**config.mk**
```make
export PLATFORM = sky130hd
export DESIGN_NAME = apb_rr_arbiter
export DESIGN_NICKNAME = d
export VERILOG_FILES = /design/src/rtl/apb_rr_arbiter_pkg.sv /design/src/rtl/apb_rr_arbiter_rr_arb2.sv /design/src/rtl/apb_rr_arbiter.sv
export SDC_FILE = /design/constraint.sdc
export NUM_CORES = 1
export LEC_CHECK = 0
export BUFFER_PORTS_ARGS = -buffer_cell sky130_fd_sc_hd__buf_4
export CAP_MARGIN = 15
export CORE_MARGIN = 2
export CORE_UTILIZATION = 48
export CTS_BUF_LIST = sky130_fd_sc_hd__clkbuf_8
export CTS_CLUSTER_SIZE = 24
export DETAILED_ROUTE_END_ITERATION = 6
export PLACE_DENSITY_LB_ADDON = 0.3
export SETUP_SLACK_MARGIN = 0.15
export SYNTH_ARGS = -nofsm -noshare
export SYNTH_HDL_FRONTEND = slang
export SYNTH_SLANG_ARGS = --single-unit
```
**constraint.sdc**
```tcl
create_clock -name PCLK -period 2.3 [get_ports PCLK]
set_input_delay 0.345 -clock PCLK [delete_from_list [all_inputs] [get_ports PCLK]]
set_output_delay 0.345 -clock PCLK [all_outputs]
set_load 0.005 [all_outputs]
```
**src/rtl/apb_rr_arbiter_pkg.sv**
```systemverilog
// Shared types and default sizing for the two-requester APB round-robin arbiter.
package apb_rr_arbiter_pkg;

  typedef enum logic [1:0] {
    IDLE   = 2'd0,
    SETUP  = 2'd1,
    ACCESS = 2'd2
  } apb_state_e;

  localparam int unsigned DEF_ADDR_W  = 32;
  localparam int unsigned DEF_DATA_W  = 32;
  localparam int unsigned DEF_TIMEOUT = 16;

endpackage

```
**src/rtl/apb_rr_arbiter_rr_arb2.sv**
```systemverilog
// Two-way round-robin grant; the last-grant pointer advances only when a grant is issued.
module rr_arb2 (
  input  logic       clk,
  input  logic       rst_n,
  input  logic [1:0] req,
  input  logic       arb_en,
  output logic [1:0] gnt,
  output logic       gnt_idx
);

  logic last_q;
  logic last_d;

  // Ties go to the requester that was not served last.
  always_comb begin
    gnt_idx = req[1];
    if (req == 2'b11) gnt_idx = ~last_q;
    gnt    = 2'b00;
    last_d = last_q;
    if (arb_en && (req != 2'b00)) begin
      gnt    = gnt_idx ? 2'b10 : 2'b01;
      last_d = gnt_idx;
    end
  end

  always_ff @(posedge clk or negedge rst_n) begin
    if (!rst_n) last_q <= 1'b1;
    else        last_q <= last_d;
  end

endmodule

```
**src/rtl/apb_rr_arbiter.sv**
```systemverilog
// Arbitrates two command ports onto one APB master with round-robin grant and ACCESS timeout.
module apb_rr_arbiter
  import apb_rr_arbiter_pkg::*;
#(
  parameter int unsigned ADDR_W  = DEF_ADDR_W,
  parameter int unsigned DATA_W  = DEF_DATA_W,
  parameter int unsigned TIMEOUT = DEF_TIMEOUT
) (
  input  logic                    PCLK,
  input  logic                    PRESETn,
  input  logic [1:0]              req_valid,
  output logic [1:0]              req_ready,
  input  logic [1:0]              req_write,
  input  logic [2*ADDR_W-1:0]     req_addr,
  input  logic [2*DATA_W-1:0]     req_wdata,
  input  logic [2*(DATA_W/8)-1:0] req_strb,
  input  logic [5:0]              req_prot,
  output logic [1:0]              rsp_valid,
  output logic [DATA_W-1:0]       rsp_rdata,
  output logic                    rsp_err,
  output logic                    PSEL,
  output logic                    PENABLE,
  output logic [ADDR_W-1:0]       PADDR,
  output logic                    PWRITE,
  output logic [DATA_W-1:0]       PWDATA,
  output logic [DATA_W/8-1:0]     PSTRB,
  output logic [2:0]              PPROT,
  input  logic [DATA_W-1:0]       PRDATA,
  input  logic                    PREADY,
  input  logic                    PSLVERR
);

  localparam int unsigned STRB_W  = DATA_W / 8;
  localparam logic [7:0]  TO_LAST = 8'(TIMEOUT - 1);

  apb_state_e          state_q, state_d;
  logic                owner_q, owner_d;
  logic [ADDR_W-1:0]   addr_q, addr_d;
  logic                write_q, write_d;
  logic [DATA_W-1:0]   wdata_q, wdata_d;
  logic [STRB_W-1:0]   strb_q, strb_d;
  logic [2:0]          prot_q, prot_d;
  logic [7:0]          wait_q, wait_d;
  logic [1:0]          rsp_valid_q, rsp_valid_d;
  logic                rsp_err_q, rsp_err_d;
  logic [DATA_W-1:0]   rsp_rdata_q, rsp_rdata_d;

  logic                arb_en;
  logic [1:0]          gnt;
  logic                gnt_idx;
  logic                accept;
  logic                sel_write;
  logic [ADDR_W-1:0]   sel_addr;
  logic [DATA_W-1:0]   sel_wdata;
  logic [STRB_W-1:0]   sel_strb;
  logic [2:0]          sel_prot;

  assign arb_en = (state_q == IDLE) || ((state_q == ACCESS) && PREADY);
  assign accept = |gnt;

  rr_arb2 u_arb (
    .clk     (PCLK),
    .rst_n   (PRESETn),
    .req     (req_valid),
    .arb_en  (arb_en),
    .gnt     (gnt),
    .gnt_idx (gnt_idx)
  );

  assign sel_write = gnt_idx ? req_write[1] : req_write[0];
  assign sel_addr  = gnt_idx ? req_addr[2*ADDR_W-1:ADDR_W]  : req_addr[ADDR_W-1:0];
  assign sel_wdata = gnt_idx ? req_wdata[2*DATA_W-1:DATA_W] : req_wdata[DATA_W-1:0];
  assign sel_strb  = gnt_idx ? req_strb[2*STRB_W-1:STRB_W]  : req_strb[STRB_W-1:0];
  assign sel_prot  = gnt_idx ? req_prot[5:3] : req_prot[2:0];

  always_comb begin
    state_d     = state_q;
    owner_d     = owner_q;
    addr_d      = addr_q;
    write_d     = write_q;
    wdata_d     = wdata_q;
    strb_d      = strb_q;
    prot_d      = prot_q;
    wait_d      = wait_q;
    rsp_valid_d = 2'b00;
    rsp_err_d   = rsp_err_q;
    rsp_rdata_d = rsp_rdata_q;

    case (state_q)
      IDLE: begin
        if (accept) state_d = SETUP;
      end
      SETUP: begin
        state_d = ACCESS;
        wait_d  = '0;
      end
      ACCESS: begin
        if (PREADY) begin
          rsp_valid_d = {owner_q, ~owner_q};
          rsp_err_d   = PSLVERR;
          rsp_rdata_d = write_q ? '0 : PRDATA;
          state_d     = accept ? SETUP : IDLE;
        end else begin
          wait_d = wait_q + 8'd1;
          // The last permitted wait cycle ends the transfer with an error.
          if (wait_q == TO_LAST) begin
            rsp_valid_d = {owner_q, ~owner_q};
            rsp_err_d   = 1'b1;
            rsp_rdata_d = '0;
            state_d     = IDLE;
          end
        end
      end
      default: state_d = IDLE;
    endcase

    if (accept) begin
      owner_d = gnt_idx;
      addr_d  = sel_addr;
      write_d = sel_write;
      wdata_d = sel_wdata;
      strb_d  = sel_write ? sel_strb : '0;
      prot_d  = sel_prot;
    end
  end

  always_ff @(posedge PCLK or negedge PRESETn) begin
    if (!PRESETn) begin
      state_q     <= IDLE;
      owner_q     <= 1'b0;
      addr_q      <= '0;
      write_q     <= 1'b0;
      wdata_q     <= '0;
      strb_q      <= '0;
      prot_q      <= '0;
      wait_q      <= '0;
      rsp_valid_q <= '0;
      rsp_err_q   <= 1'b0;
      rsp_rdata_q <= '0;
    end else begin
      state_q     <= state_d;
      owner_q     <= owner_d;
      addr_q      <= addr_d;
      write_q     <= write_d;
      wdata_q     <= wdata_d;
      strb_q      <= strb_d;
      prot_q      <= prot_d;
      wait_q      <= wait_d;
      rsp_valid_q <= rsp_valid_d;
      rsp_err_q   <= rsp_err_d;
      rsp_rdata_q <= rsp_rdata_d;
    end
  end

  assign req_ready = gnt;
  assign PSEL      = (state_q != IDLE);
  assign PENABLE   = (state_q == ACCESS);
  assign PADDR     = addr_q;
  assign PWRITE    = write_q;
  assign PWDATA    = wdata_q;
  assign PSTRB     = strb_q;
  assign PPROT     = prot_q;
  assign rsp_valid = rsp_valid_q;
  assign rsp_err   = rsp_err_q;
  assign rsp_rdata = rsp_rdata_q;

endmodule

```
* Word-level counts from Yosys, hierarchy flattened *
Cells that the tools add are included.
W data, S select, Z words.

word-level totals
  bits in registers = 119
  latch bits = 0
  RAM bits = 0
  memory bits (read-only) = 0
  bits of input ports = 182
  output and inout port bits = 111
  word-level logic and storage cells = 58
  memories kept = 0

operators by class
  add/sub/neg operators = 1
  multipliers = 0
  divide/modulo/power cells = 0
  magnitude comparators = 0
  equality and inequality tests = 7
  shift operators = 0
  muxes and demuxes = 24
  bitwise operators = 2
  reductions and logical operators = 12

operators with widths
  operator               number
  $mux W32               5
  $mux W2                8
  $pmux W8 S2            1
  $add A8 B1 Y8 const B  1
  $eq A8 B4 Y1 const B   1
  $mux W4                2
  $mux W8                1
  $reduce_bool A2 Y1     4
  $pmux W2 S3            1
  $reduce_and A2 Y1      3
  $mux W1                5
  $eq A2 B2 Y1 const B   2
  $ne A2 B2 Y1 const B   2
  $mux W3                1
  $ne A3 B1 Y1 const B   1
  $eq A2 B1 Y1 const B   1
  $logic_and A1 B1 Y1    2
  $logic_not A2 Y1       1
  $not A1 Y1             2
  $reduce_or A2 Y1       1
  $logic_or A1 B1 Y1     1

* Depth between registers and ports, before layout *
  word-level depth = 9
  gate-level depth with buffers = 6
  mapped depth without buffers = 4

* Cells and area by module *
A second synthesis with hierarchy kept.

unflattened totals
  cell total of the unflattened synthesis = 513
  area total of the unflattened synthesis = 5536.6 um^2

modules (own cells, without submodules)
  module          instances  cells an instance  area each (um^2)  seq. area each (um^2)
  apb_rr_arbiter  1          506                5470.2            2952.8
  rr_arb2         1          7                  66.3              26.3

* Least setup slack after synthesis *
No wires, ideal clock.

  path type = input-to-reg
  start = in req_valid[1]
  end = reg addr_q[10] (netlist: PADDR[10])
  library setup time = 0.125 ns
  arrival time = 1.501 ns
  required time = 2.175 ns
  path slack = 0.674 ns
  cell stages on the path = 4
  buffers on the path = 1
  path through = a21boi_2 buf_1 mux2_2 mux2_2

on the way
  word-level cells in the longest chain between the ends = 5
  elaborated cells between the ends (all ways) = 8
  classes of those cells = eq/ne (1); mux (4); reduce/logical (3)

RTL lines
  element               line                          text
  start, declared       apb_rr_arbiter.sv:11          input logic [1:0] req_valid,
  $eq A2 B2 Y1          apb_rr_arbiter_rr_arb2.sv:17  if (req == 2'b11) gnt_idx = ~last_q;
  $mux W1               apb_rr_arbiter_rr_arb2.sv:17
  $mux W2               apb_rr_arbiter_rr_arb2.sv:21  gnt = gnt_idx ? 2'b10 : 2'b01;
  $mux W2               apb_rr_arbiter_rr_arb2.sv:20  if (arb_en && (req != 2'b00)) begin
  $reduce_or A2 Y1      apb_rr_arbiter.sv:59          assign accept = |gnt;
  end signal, assigned  apb_rr_arbiter.sv:143         addr_q <= addr_d;
  end, declared         apb_rr_arbiter.sv:38          logic [ADDR_W-1:0] addr_q, addr_d;

Several ways; a longest one is shown, not always the timed one.
A chain may end at the register's enable or synchronous reset.

* Worst setup path after layout *
  start = reg u_arb.last_q
  end = out req_ready[0]

on the way
  word-level cells in the longest chain between the ends = 4

RTL lines
  element                 line                          text
  start, declared         apb_rr_arbiter_rr_arb2.sv:11  logic last_q;
  start signal, assigned  apb_rr_arbiter_rr_arb2.sv:28  else last_q <= last_d;
  $not A1 Y1              apb_rr_arbiter_rr_arb2.sv:17
  $mux W1                 apb_rr_arbiter_rr_arb2.sv:17
  $mux W2                 apb_rr_arbiter_rr_arb2.sv:21
  $mux W2                 apb_rr_arbiter_rr_arb2.sv:20
  end, declared           apb_rr_arbiter.sv:12          output logic [1:0] req_ready,

No other way between the ends.

==> impl_metrics.toml <==
[synthesis]
synth_area_sq_mm = 0.005829
ys_seq_area_frac = 0.5111
synthFlopType = "dfrtp_1"
ys_types = 50
syn_avg_cell_area_sq_um = 13.56
synth_edf_count = 0
synth.area.top_cells = "dfrtp_1 51%, mux2_2 26%, a221o_1 5.5%"
yosysTopAreaCell = "dfrtp_1"
synth_commonest_cells = "137 x mux2_2, 118 x dfrtp_1, 34 x and2_1"
ys_async_sr_fraction = 1.000
ys_ff_latch = 119
yosysWarnings = 0
netlist.area_leader.share = 0.5065
synth.most_common_cell = "mux2_2"
synthCells = 430
synth_nets = 613

[worst_setup_path]
cp.arrival_ns = 1.74
crit_family = "flip-flops"
cp_slowest_cell = "dfstp_2"
cp_common_cell = "buf_4"
cp-end-kind = "output pin"
crit_type = "flip-flop to output pin"
r2r_end = "rsp_rdata[12]"
slowest_delay_ns = 0.57
worst-path-max-fanout = 15
worstPathCellList = "a21boi_4 -> buf_4 -> nor4_2 -> buf_4"
cp-start-kind = "flip-flop"
rr_worst_depth = 5
crit_buf_inv = 2
critPathRequiredTime_ns = 1.96
reg2reg_slack_ns = 0.45
r2r_start = "wait_q[0]"

[die]
design.core.area_sq_mm = 0.01191
io_pins = 293
start_util = 0.4894
dieArea_sq_mm = 0.01304
die_x_um = 114.2
num_rows = 40
die_h_um = 114.2

[sta]
finalCriticalPeriod_ns = 2.087
worst_slew_pin_slew_ns = 0.5806
fin_tns_setup_ns = 0
fmax_ghz = 0.4793
timing_hold_violations_final = 0
setup-violations-final = 0
holdWs_ns = 0.1425
drv_slew = 0
fin_crit_sh = 0.9072
fin_skew_ns = 0.007711
rsz0062_at_grt = "no"
relSlewSlack = 0.6129
setup_slack_ns = 0.2134

[final_layout]
fin_area_sq_mm = 0.008608
drive_gt1_frac = 0.6549
diodes = 0
fillers = 848
areaGrowthSynthToFinish_pct = 47.67
layout.nets = 910

[clock_tree]
clock_path_buffers = 2
clkTransAtPathRegs_ns = 0.07
cts_max_level = 4
cts_tree = "built"
clkSinkCount = 119
cts-root-buf = "clkbuf_8"
cts_buffers = 17
worst_skew_pair.late_latency_ns = 0.43

[routing]
wl_per_cell_um = 18.42
firstDrtPassIters = 7
vias = 4808
drtIter0Drc = 217
ant_nets = 0
drt_wl_total_um = 16320
vias_per_cell = 5.427
drt_drc_violations_left = 0

[global_routing]
grt.total_usage = 0.2501
grt_pass1_vias = 5099
overflow = 0
grt_max_degree = 62
antenna_found_initial = 0
grt_pass1_wl_um = 25150

[power]
p_leak_nw = 4.013
peakVddDrop_mv = 0.5445
powerDensity_mw_per_mm2 = 1111
power.total_mw = 9.566

[job]
drv_cap = 0

[placed_design]
port-buffer-count = 292
pre_cts_slack_ns = 0.4180
dp_hpwl_um = 11840
post_dp_cell_area_sq_mm = 0.008170
gp_congestion = 0.8159

[worst_hold_path]
min_to = "rsp_rdata[0]"
whs_path_depth = 2
min_path_type = "primary input to flip-flop"
hp-start = "PRDATA[0]"

[status]
outcome = "completed"
cell usage in the layout, fill, tap and decap left out, drive strengths merged, types with 2 or more instances in the layout:
cell,netlist,final
nand4,2,2
a32o,3,3
mux2,143,143
clkbuf,7,23
mux2i,4,4
nand2b,1,2
a21o,2,2
a22o,4,4
inv,3,9
clkinv,0,3
nor3,2,2
a21oi,2,2
a221o,32,32
nor3b,3,3
nor4,2,2
nand2,10,10
dfrtp,118,118
nand3,3,3
o211ai,2,2
nor2,4,4
and2,34,34
nor4b,3,3
a21boi,2,2
buf,25,306
nand4b,2,2
layout make-up:
type / count / area (sq um) / share of cell area
Sequential cell: 119 / 2979 / 0.3461
Clock inverter: 9 / 37.54 / 0.004360
Multi-Input combinational cell: 277 / 2679 / 0.3112
Tap cell: 147 / 183.9 / 0.02137
Clock buffer: 22 / 302.8 / 0.03517
Inverter: 3 / 11.26 / 0.001308
Timing Repair Buffer: 309 / 2415 / 0.2805
routing by layer:
layer | up-vias | GRT usage | wire length (um)
met5 | - | 0 | 0
met4 | 0 | 0.1114 | 495
met3 | 40 | 0.08788 | 1231
met2 | 200 | 0.4401 | 8451
met1 | 2372 | 0.2717 | 6139
li1 | 2196 | - | -
power by group:
| part | total [mW] | internal [mW] | switching, mW |
|---|---|---|---|
| sequential | 3.64 | 3.03 | 0.605 |
| combinational | 4.31 | 2.71 | 1.60 |
| clock | 1.62 | 0.853 | 0.770 |
| total | 9.57 | 6.59 | 2.97 |
state kept, by name (all words and copies together) (netlist names):
register / count
rsp_rdata: 32
PWRITE: 1
rsp_valid: 2
rsp_err: 1
state_q: 2
owner_q: 1
PADDR: 32
PSTRB: 4
PPROT: 3
wait_q: 8
PWDATA: 32
u_arb.last_q: 1
worst max-delay path by stage:
| stage | from | to | slack (ns) | depth (start not counted) |
|---|---|---|---|---|
| finish | u_arb.last_q | req_ready[0] | 0.21 | 4 |
| global route | u_arb.last_q | req_ready[0] | 0.17 | 4 |
| CTS | state_q[0] | PENABLE | 0.20 | 4 |
| detailed placement | PREADY | PADDR[4] | 0.42 | 6 |
| global placement | PREADY | PWDATA[13] | 0.46 | 6 |
| floorplan | req_valid[1] | PADDR[10] | 0.67 | 4 |
repair_timing:
item                                   in CTS  in global routing
buffers inserted                            1                  1
resized for setup                           1                  0
setup endpoints to repair                   2                  2
hold buffers                                1                  0
pin swaps                                   1                  1
endpoints found under the hold margin      39                  0
gates cloned                                1                  2
stage by stage:
stage               instances  utilization
floorplan                 430            -
global placement          849       0.6859
detailed placement        849       0.6859
CTS                       883       0.7192
global route              886       0.7227
finish                    886       0.7227
kinds of logic (layout without fill, tap and decap cells):
group | after synthesis | in the layout | share of synthesized area
buffers and inverters | 35 | 343 | 0.03434
multiplexers | 147 | 147 | 0.2831
AND/OR/NAND/NOR | 76 | 77 | 0.08564
flip-flops | 119 | 119 | 0.5111
AO/OA/AOI/OAI | 52 | 52 | 0.08371
adder cells (fa/ha/maj) | 1 | 1 | 0.002146
Power figures use the tool's default switching activity.
